`src/rtl/ubapkg.sv`:
```
// Shared definitions for the UBA register interface: FSM states, access targets,
// register window offsets and backplane address field positions.
package ubapkg;

  typedef enum logic [2:0] {
    ST_IDLE,
    ST_DECODE,
    ST_READ,
    ST_ACK,
    ST_HOLD
  } uba_state_t;

  typedef enum logic [1:0] {
    TGT_NONE,
    TGT_PAGE,
    TGT_STAT,
    TGT_MAINT
  } uba_target_t;

  // Offsets from the UBA base address.
  localparam logic [17:0] UBA_PAGE_LO   = 18'o000;
  localparam logic [17:0] UBA_PAGE_HI   = 18'o077;
  localparam logic [17:0] UBA_STAT_OFS  = 18'o100;
  localparam logic [17:0] UBA_MAINT_OFS = 18'o101;

  // Bit positions within busADDRI[0:35] (bit 0 is the MSB).
  localparam int unsigned UBA_READ_BIT  = 3;
  localparam int unsigned UBA_WRITE_BIT = 5;
  localparam int unsigned UBA_IO_BIT    = 6;
  localparam int unsigned UBA_DEV_MSB   = 14;
  localparam int unsigned UBA_DEV_LSB   = 17;
  localparam int unsigned UBA_REG_MSB   = 18;
  localparam int unsigned UBA_REG_LSB   = 35;
  localparam int unsigned UBA_PAGE_MSB  = 30;

endpackage

```
`src/rtl/uba_addr_dec.sv`:
```
// Combinational decode of a backplane address into a UBA register hit,
// the addressed register class, and the page RAM index.
module uba_addr_dec
  import ubapkg::*;
#(
  parameter logic [3:0]  ubaNUM  = 4'd1,
  parameter logic [17:0] ubaBASE = 18'o763000
) (
  input  logic [0:35]  addr,
  output logic         hit,
  output uba_target_t  target,
  output logic [0:5]   page_addr
);

  logic [17:0] reg_addr;
  logic [17:0] offset;
  logic [3:0]  dev;
  logic        unused_bits;

  assign reg_addr    = addr[UBA_REG_MSB:UBA_REG_LSB];
  assign offset      = reg_addr - ubaBASE;
  assign dev         = addr[UBA_DEV_MSB:UBA_DEV_LSB];
  assign page_addr   = addr[UBA_PAGE_MSB:UBA_REG_LSB];
  assign unused_bits = ^{addr[0:5], addr[7:13]};

  // The lower-bound test guards against the subtraction wrapping for addresses below the base.
  always_comb begin
    target = TGT_NONE;
    if (reg_addr >= ubaBASE) begin
      if (offset >= UBA_PAGE_LO && offset <= UBA_PAGE_HI) begin
        target = TGT_PAGE;
      end else if (offset == UBA_STAT_OFS) begin
        target = TGT_STAT;
      end else if (offset == UBA_MAINT_OFS) begin
        target = TGT_MAINT;
      end
    end
  end

  assign hit = addr[UBA_IO_BIT] && (dev == ubaNUM) && (target != TGT_NONE);

endmodule

```
`src/rtl/uba_reg_if.sv`:
```
// UBA register window slave: decodes backplane IO requests into one-cycle
// page/status/maintenance strobes and returns a single acknowledge.
module uba_reg_if
  import ubapkg::*;
#(
  parameter logic [3:0]  ubaNUM  = 4'd1,
  parameter logic [17:0] ubaBASE = 18'o763000
) (
  input  logic        clk,
  input  logic        rst,
  input  logic        busREQI,
  input  logic [0:35] busADDRI,
  output logic        busACKO,
  output logic [0:35] busDATAO,
  input  logic [0:35] pageDATA,
  input  logic [0:35] statDATA,
  output logic [0:5]  pageADDR,
  output logic        pageREAD,
  output logic        pageWRITE,
  output logic        statWRITE,
  output logic        maintWRITE
);

  // Handshake: the master holds busREQI high until it sees the one-cycle busACKO;
  // the slave acknowledges a request once and then waits in HOLD for busREQI to
  // fall before it will accept anything new. Misses are never acknowledged.

  uba_state_t  state;
  logic        lat_read;
  logic        lat_write;
  uba_target_t lat_tgt;

  logic        dec_hit;
  uba_target_t dec_tgt;
  logic [0:5]  dec_page;
  logic        req_read;
  logic        req_write;

  assign req_read  = busADDRI[UBA_READ_BIT];
  assign req_write = busADDRI[UBA_WRITE_BIT];

  uba_addr_dec #(
    .ubaNUM  (ubaNUM),
    .ubaBASE (ubaBASE)
  ) u_dec (
    .addr      (busADDRI),
    .hit       (dec_hit),
    .target    (dec_tgt),
    .page_addr (dec_page)
  );

  // Strobes are issued on the accept edge so they are visible in the DECODE cycle.
  always_ff @(posedge clk) begin
    if (!rst) begin
      state      <= ST_HOLD;
      busACKO    <= 1'b0;
      busDATAO   <= '0;
      pageADDR   <= '0;
      pageREAD   <= 1'b0;
      pageWRITE  <= 1'b0;
      statWRITE  <= 1'b0;
      maintWRITE <= 1'b0;
      lat_read   <= 1'b0;
      lat_write  <= 1'b0;
      lat_tgt    <= TGT_NONE;
    end else begin
      busACKO    <= 1'b0;
      busDATAO   <= '0;
      pageREAD   <= 1'b0;
      pageWRITE  <= 1'b0;
      statWRITE  <= 1'b0;
      maintWRITE <= 1'b0;
      case (state)
        ST_IDLE: begin
          if (busREQI && dec_hit) begin
            state     <= ST_DECODE;
            lat_read  <= req_read;
            lat_write <= req_write;
            lat_tgt   <= dec_tgt;
            if (dec_tgt == TGT_PAGE) begin
              pageADDR <= dec_page;
            end
            if (req_read) begin
              pageREAD <= (dec_tgt == TGT_PAGE);
            end else if (req_write) begin
              pageWRITE  <= (dec_tgt == TGT_PAGE);
              statWRITE  <= (dec_tgt == TGT_STAT);
              maintWRITE <= (dec_tgt == TGT_MAINT);
            end
          end
        end
        ST_DECODE: begin
          if (lat_read) begin
            state <= ST_READ;
          end else if (lat_write) begin
            busACKO <= 1'b1;
            state   <= ST_ACK;
          end else begin
            state <= ST_HOLD;
          end
        end
        ST_READ: begin
          busACKO <= 1'b1;
          case (lat_tgt)
            TGT_PAGE: busDATAO <= pageDATA;
            TGT_STAT: busDATAO <= statDATA;
            default:  busDATAO <= '0;
          endcase
          state <= ST_ACK;
        end
        ST_ACK: begin
          state <= ST_HOLD;
        end
        ST_HOLD: begin
          if (!busREQI) begin
            state <= ST_IDLE;
          end
        end
        default: begin
          state <= ST_HOLD;
        end
      endcase
    end
  end

endmodule

```
`config.mk`:
```
export PLATFORM = sky130hd
export DESIGN_NAME = uba_reg_if
export DESIGN_NICKNAME = d
export VERILOG_FILES = /design/src/rtl/ubapkg.sv /design/src/rtl/uba_addr_dec.sv /design/src/rtl/uba_reg_if.sv
export SDC_FILE = /design/constraint.sdc
export NUM_CORES = 1
export LEC_CHECK = 0
export CAP_MARGIN = 25
export CELL_PAD_IN_SITES_DETAIL_PLACEMENT = 1
export CELL_PAD_IN_SITES_GLOBAL_PLACEMENT = 1
export CORE_ASPECT_RATIO = 2
export CORE_MARGIN = 3
export CORE_UTILIZATION = 25
export DETAILED_ROUTE_END_ITERATION = 7
export PLACE_DENSITY = 0.87
export SLEW_MARGIN = 0
export SYNTH_ARGS = -nofsm -noshare
export SYNTH_HDL_FRONTEND = slang
export SYNTH_HIERARCHICAL = 1
export SYNTH_SLANG_ARGS = --single-unit
```
`constraint.sdc`:
```
create_clock -name clk -period 4.6 [get_ports clk]
set_input_delay 0.46 -clock clk [delete_from_list [all_inputs] [get_ports clk]]
set_output_delay 0.46 -clock clk [all_outputs]
set_load 0.01 [all_outputs]
```
* Yosys cells after proc, flatten, opt, wreduce, memory -nomap -nowiden
Index checks and enable logic that the tools add are counted.
** Cells by class
- Divide/modulo/power cells :: 0
- Eq/ne operators :: 13
- Bitwise logic cells :: 4
- Reductions and logical operators :: 12
- $add $sub $neg :: 1
- Shift-type cells :: 0
- $mul :: 0
- Order comparisons :: 3
- Muxes and demuxes :: 13
** Operator list (count)
- $pmux W36 S2 :: 1
- $eq A18 B7 Y1 const B :: 2
- $ge A18 B1 Y1 const B :: 1
- $ge A18 B18 Y1 const B :: 1
- $le A18 B6 Y1 const B :: 1
- $sub A18 B18 Y18 const B :: 1
- $mux W3 :: 4
- $pmux W3 S4 :: 1
- $mux W2 :: 4
- $eq A2 B2 Y1 const B :: 3
- $reduce_and A2 Y1 :: 3
- $reduce_or A5 Y1 :: 1
- $eq A2 B1 Y1 const B :: 2
- $eq A4 B1 Y1 const B :: 1
- $logic_and A1 B1 Y1 :: 4
- $ne A2 B2 Y1 const B :: 2
- $not A1 Y1 :: 4
- $reduce_and A4 Y1 :: 1
- $eq A3 B1 Y1 const B :: 1
- $eq A3 B2 Y1 const B :: 1
- $eq A3 B3 Y1 const B :: 1
- $logic_not A3 Y1 :: 1
- $reduce_and A3 Y1 :: 1
- $mux W1 :: 2
- 2 further kinds :: 2
** Word-level totals
- Output and inout port bits :: 47
- Memory bits (read-only) :: 0
- Latch bits :: 0
- Bits in registers :: 54
- Word-level logic and storage cells :: 57
- Bits in writable memories :: 0
- Memories :: 0
- Bits of input ports :: 111

* Depth between registers and ports, before layout
- Depth in word-level cells :: 11
- Mapped depth :: 8
- Gate-level depth less buffers :: 7

* Hierarchy
The synthesis kept the hierarchy.
** By module, submodules not included
- uba_reg_if :: cells each 203, area an instance 1956.9 um^2, times used 1, seq. area each 1081.0 um^2
- uba_addr_dec :: cells each 24, area an instance 187.7 um^2, times used 1, seq. area each 0.0 um^2

* Worst setup path after synthesis
OpenSTA, ideal clock, no wires.
- Kind :: in2reg
- From :: input port busADDRI[26] (netlist name)
- To :: register statWRITE
- Slack :: 2273 ps
- Cell stages on the path :: 8
- Path buffers :: 1
- Setup time :: 92 ps
- Data arrival time :: 2236 ps
- Cells stage by stage :: ha_1 -> and3b_1 -> nand4_1 -> a2111oi_2 -> nor4bb_1 -> buf_2 -> nand3_1 -> nor4_1
** On the way
- Word-level cells in the longest chain between the ends :: 11
- Elaborated cells on any way between the ends :: 17
** Ends and longest elaborated chain
- start, declared :: RTL line uba_reg_if.sv:12 : input logic [0:35] busADDRI,
- parallel branches: the longest is 5 deep, another holds $sub A18 B18 Y18
- $mux W2 * :: RTL line uba_addr_dec.sv:29 : if (reg_addr >= ubaBASE) begin
- $reduce_bool A2 Y1 * :: RTL line uba_addr_dec.sv:40 : assign hit = addr[UBA_IO_BIT] && (dev == ubaNUM) && (target != TGT_NONE);
- $logic_and A1 B1 Y1 * :: RTL line uba_addr_dec.sv:40
- via dec_hit :: RTL line uba_reg_if.sv:33 : logic dec_hit;
- $logic_and A1 B1 Y1 * :: RTL line uba_reg_if.sv:75 : if (busREQI && dec_hit) begin
- $not A1 Y1 (no source line) *
- $reduce_or A5 Y1 (no source line) *
- end signal, assigned :: RTL line uba_reg_if.sv:87 : statWRITE <= (dec_tgt == TGT_STAT);
- end, declared :: RTL line uba_reg_if.sv:20 : output logic statWRITE,
Mark *: on every way through the listed nets, which the timed path passes.
A chain may end at the register's enable or synchronous reset.

* Worst setup path after layout
Same ends and word-level chain as after synthesis.

==> impl_metrics.py <==
metrics = {
    "die": {
        "core_area_um2": 8292,
        "fp.dieH_um": 137.0,
        "initial_core_util": 0.2586,
        "dieArea_um2": 9793,
        "design.portCount": 158,
        "die_w_um": 71.49,
        "row_count": 47,
    },
    "clock_tree": {
        "cts.clk_slew.worst_paths_ns": 0.07,
        "htreeDepth": 2,
        "cts_setup_buffers": 0,
        "numCtsBuffers": 5,
        "clock-root-buffer": "clkbuf_16",
        "cts_tree": "built",
        "worstSkewPairLatency_ns": 0.29,
        "cts_resized": 0,
        "clock_path_buffers": 2,
        "cts.sinks": 54,
        "cts_hold_buffers": 0,
    },
    "placed_design": {
        "place_congestion": 0.7747,
        "place_ws_ns": 1.362,
        "io_buffers": 146,
        "hpwlAfterDp_um": 6414,
        "dp_cells": 454,
        "placed_area_um2": 3618,
    },
    "synthesis": {
        "avgSynthCellArea_um2": 9.447,
        "synth_top_area_frac": 0.5041,
        "synth_edf_count": 0,
        "synthCells": 227,
        "yosysWarnings": 6,
        "synthDistinctLibCells": 38,
        "ys_seq_area_frac": 0.5041,
        "ys_ff_latch": 54,
        "synthTopCellsByArea": "dfxtp_1, a22oi_1, nor2_1",
        "synthArstFlopShare": 0,
        "syn_area_um2": 2145,
        "yosys.area.top_type": "dfxtp_1",
        "synth_nets": 341,
        "ys.flop_type": "dfxtp_1",
    },
    "route": {
        "drc": 0,
        "wl_per_cell_um": 17.02,
        "drtAntennaViolNets": 0,
        "wl_um": 7865,
        "dr.pass1.iters": 4,
        "first_iter_violations": 123,
        "viasPerCell": 4.898,
        "vias": 2263,
    },
    "sta": {
        "fin_skew_ns": 0.005183,
        "hold_violations": 0,
        "grt_setup_unrepaired": "no",
        "tightest_slew_ns": 0.7597,
        "worst_hold_slack_ns": 0.4802,
        "fin_crit_sh": 0.6299,
        "fin_setup_tns_ns": 0,
        "drv_slew": 0,
        "relSlewSlack": 0.4889,
        "timing.fmax_mhz": 345.1,
        "period_minus_slack_ns": 2.898,
        "worst_slack_ns": 1.702,
        "setup-violations-final": 0,
    },
    "setup_path": {
        "cp.arrival_ns": 3.08,
        "crit_slowest_cell": "a2111oi_2",
        "end_kind": "flip-flop",
        "crit_chain": "clkdlybuf4s50_1 > ha_1 > and3b_1 > nand4_1 > a2111oi_2 > nor4bb_1 > buf_4 > nand3_1 > nor4_1",
        "path_buf_inv": 2,
        "criticalPathCategory": "input pin to flip-flop",
        "crit_fanout": 9,
        "crit_family": "simple AND/OR/NAND/NOR gates",
        "crit_path_start_kind": "input pin",
        "slowest_delay_ns": 0.49,
        "cp.required_ns": 4.79,
    },
    "power_and_ir_drop": {
        "power_uw": 953.0,
        "p_comb_frac": 0.108,
        "clkPwrFrac": 0.400,
        "sw_frac_of_total": 0.1999,
        "p_sw_uw": 190.5,
        "power_density_nw_per_um2": 253.0,
        "leakage_nw": 1.221,
        "power_frac_seq": 0.492,
        "internal_power_uw": 762.4,
        "vdd_drop_max_uv": 152.2,
    },
    "global_route": {
        "grt_use_met1": 0.1317,
        "globalRouteOverflowTotal": 0,
        "top_usage_layer": "met2",
        "grt_use_met3": 0.03676,
        "grt_use_total": 0.1550,
        "grt_pass1_vias": 2463,
        "antenna_found_initial": 0,
        "grt_max_degree": 37,
        "grt_pass1_wl_um": 11720,
        "use_met2": 0.3197,
    },
    "final_layout": {
        "nNetsFinal": 477,
        "instances_no_fill": 462,
        "drive_above_1_share": 0.04945,
        "final_common_cell": "clkdlybuf4s50_1",
        "mostFrequentLayoutCells": "clkdlybuf4s50_1, dfxtp_1, a22oi_1",
        "final_area_um2": 3766,
        "area_growth_pct": 75.61,
        "antenna_cells": 0,
        "fin_util": 0.4542,
    },
    "worst_hold_path": {
        "hp-class": "flip-flop to flip-flop",
    },
    "flow_run": {
        "cap_violations": 0,
    },
    "outcome": {
        "outcome": "complete, no violations",
    },
}
routing by layer:
| layer | wire (um) | part of all wire | vias up |
|---|---|---|---|
| met4 | 227 | 0.029 | 0 |
| met1 | 2434 | 0.31 | 1068 |
| met5 | 0 | 0 | - |
| met2 | 4645 | 0.59 | 99 |
| li1 | - | - | 1080 |
| met3 | 558 | 0.071 | 16 |
power groups by stage:
stage	sequential, mW	clock (mW)	combinational, mW
3_3_place_gp	0.480	0	0.0987
4_1_cts	0.469	0.392	0.103
2_1_floorplan	0.479	0	0.0164
5_1_grt	0.469	0.411	0.109
3_5_place_dp	0.480	0	0.103
6_report	0.469	0.381	0.103
flip-flops by register name, indices dropped and copies added, names as in the netlist:
name / count
busDATAO: 36
pageADDR: 6
state: 3
lat_tgt: 2
busACKO: 1
lat_read: 1
lat_write: 1
maintWRITE: 1
pageREAD: 1
pageWRITE: 1
statWRITE: 1
worst min-delay path: cells and delay by family (launching register included):
kind               cells  cell delay [ns]
AOI/OAI and AO/OA      2             0.12
DFF                    1             0.31
final timing paths:
path,endpoint,slack [ns],cells after the start,startpoint
worst max register to register,busDATAO[18],2.98,5,lat_tgt[0]
worst min register to register,pageADDR[5],0.48,2,pageADDR[5]
worst min-delay path,pageADDR[5],0.48,2,pageADDR[5]
worst max-delay path,statWRITE,1.70,9,busADDRI[26]
logic make-up (layout without fill, tap and decap cells):
family          after synthesis  count (layout)  synth area share
flops                        54              54            0.5041
simple gates                 73              73            0.1855
fa+ha+maj                     3               3           0.01750
buf+inv                      28             165           0.07759
compound gates               67              67            0.2071
xor+xnor                      2               2          0.008170
cell type report:
cell class / instances / area, um^2
Clock buffer: 7 / 142.6
Clock inverter: 1 / 5.005
Sequential cell: 54 / 1081
Multi-Input combinational cell: 145 / 897.1
Inverter: 7 / 26.28
Fill cell: 968 / 4526
Timing Repair Buffer: 150 / 1491
Tap cell: 98 / 122.6
synth_stat cells (3+ instances only):
cell and instances:
o21ai_0 11, a22oi_1 36, dfxtp_1 54, nor3_1 5, nand4_1 7, buf_4 6, ha_1 3, inv_1 5
a21oi_1 15, clkbuf_1 9, nand3_1 3, buf_6 5, nor2_1 35
No activity file was read; power rests on OpenSTA's default activity.
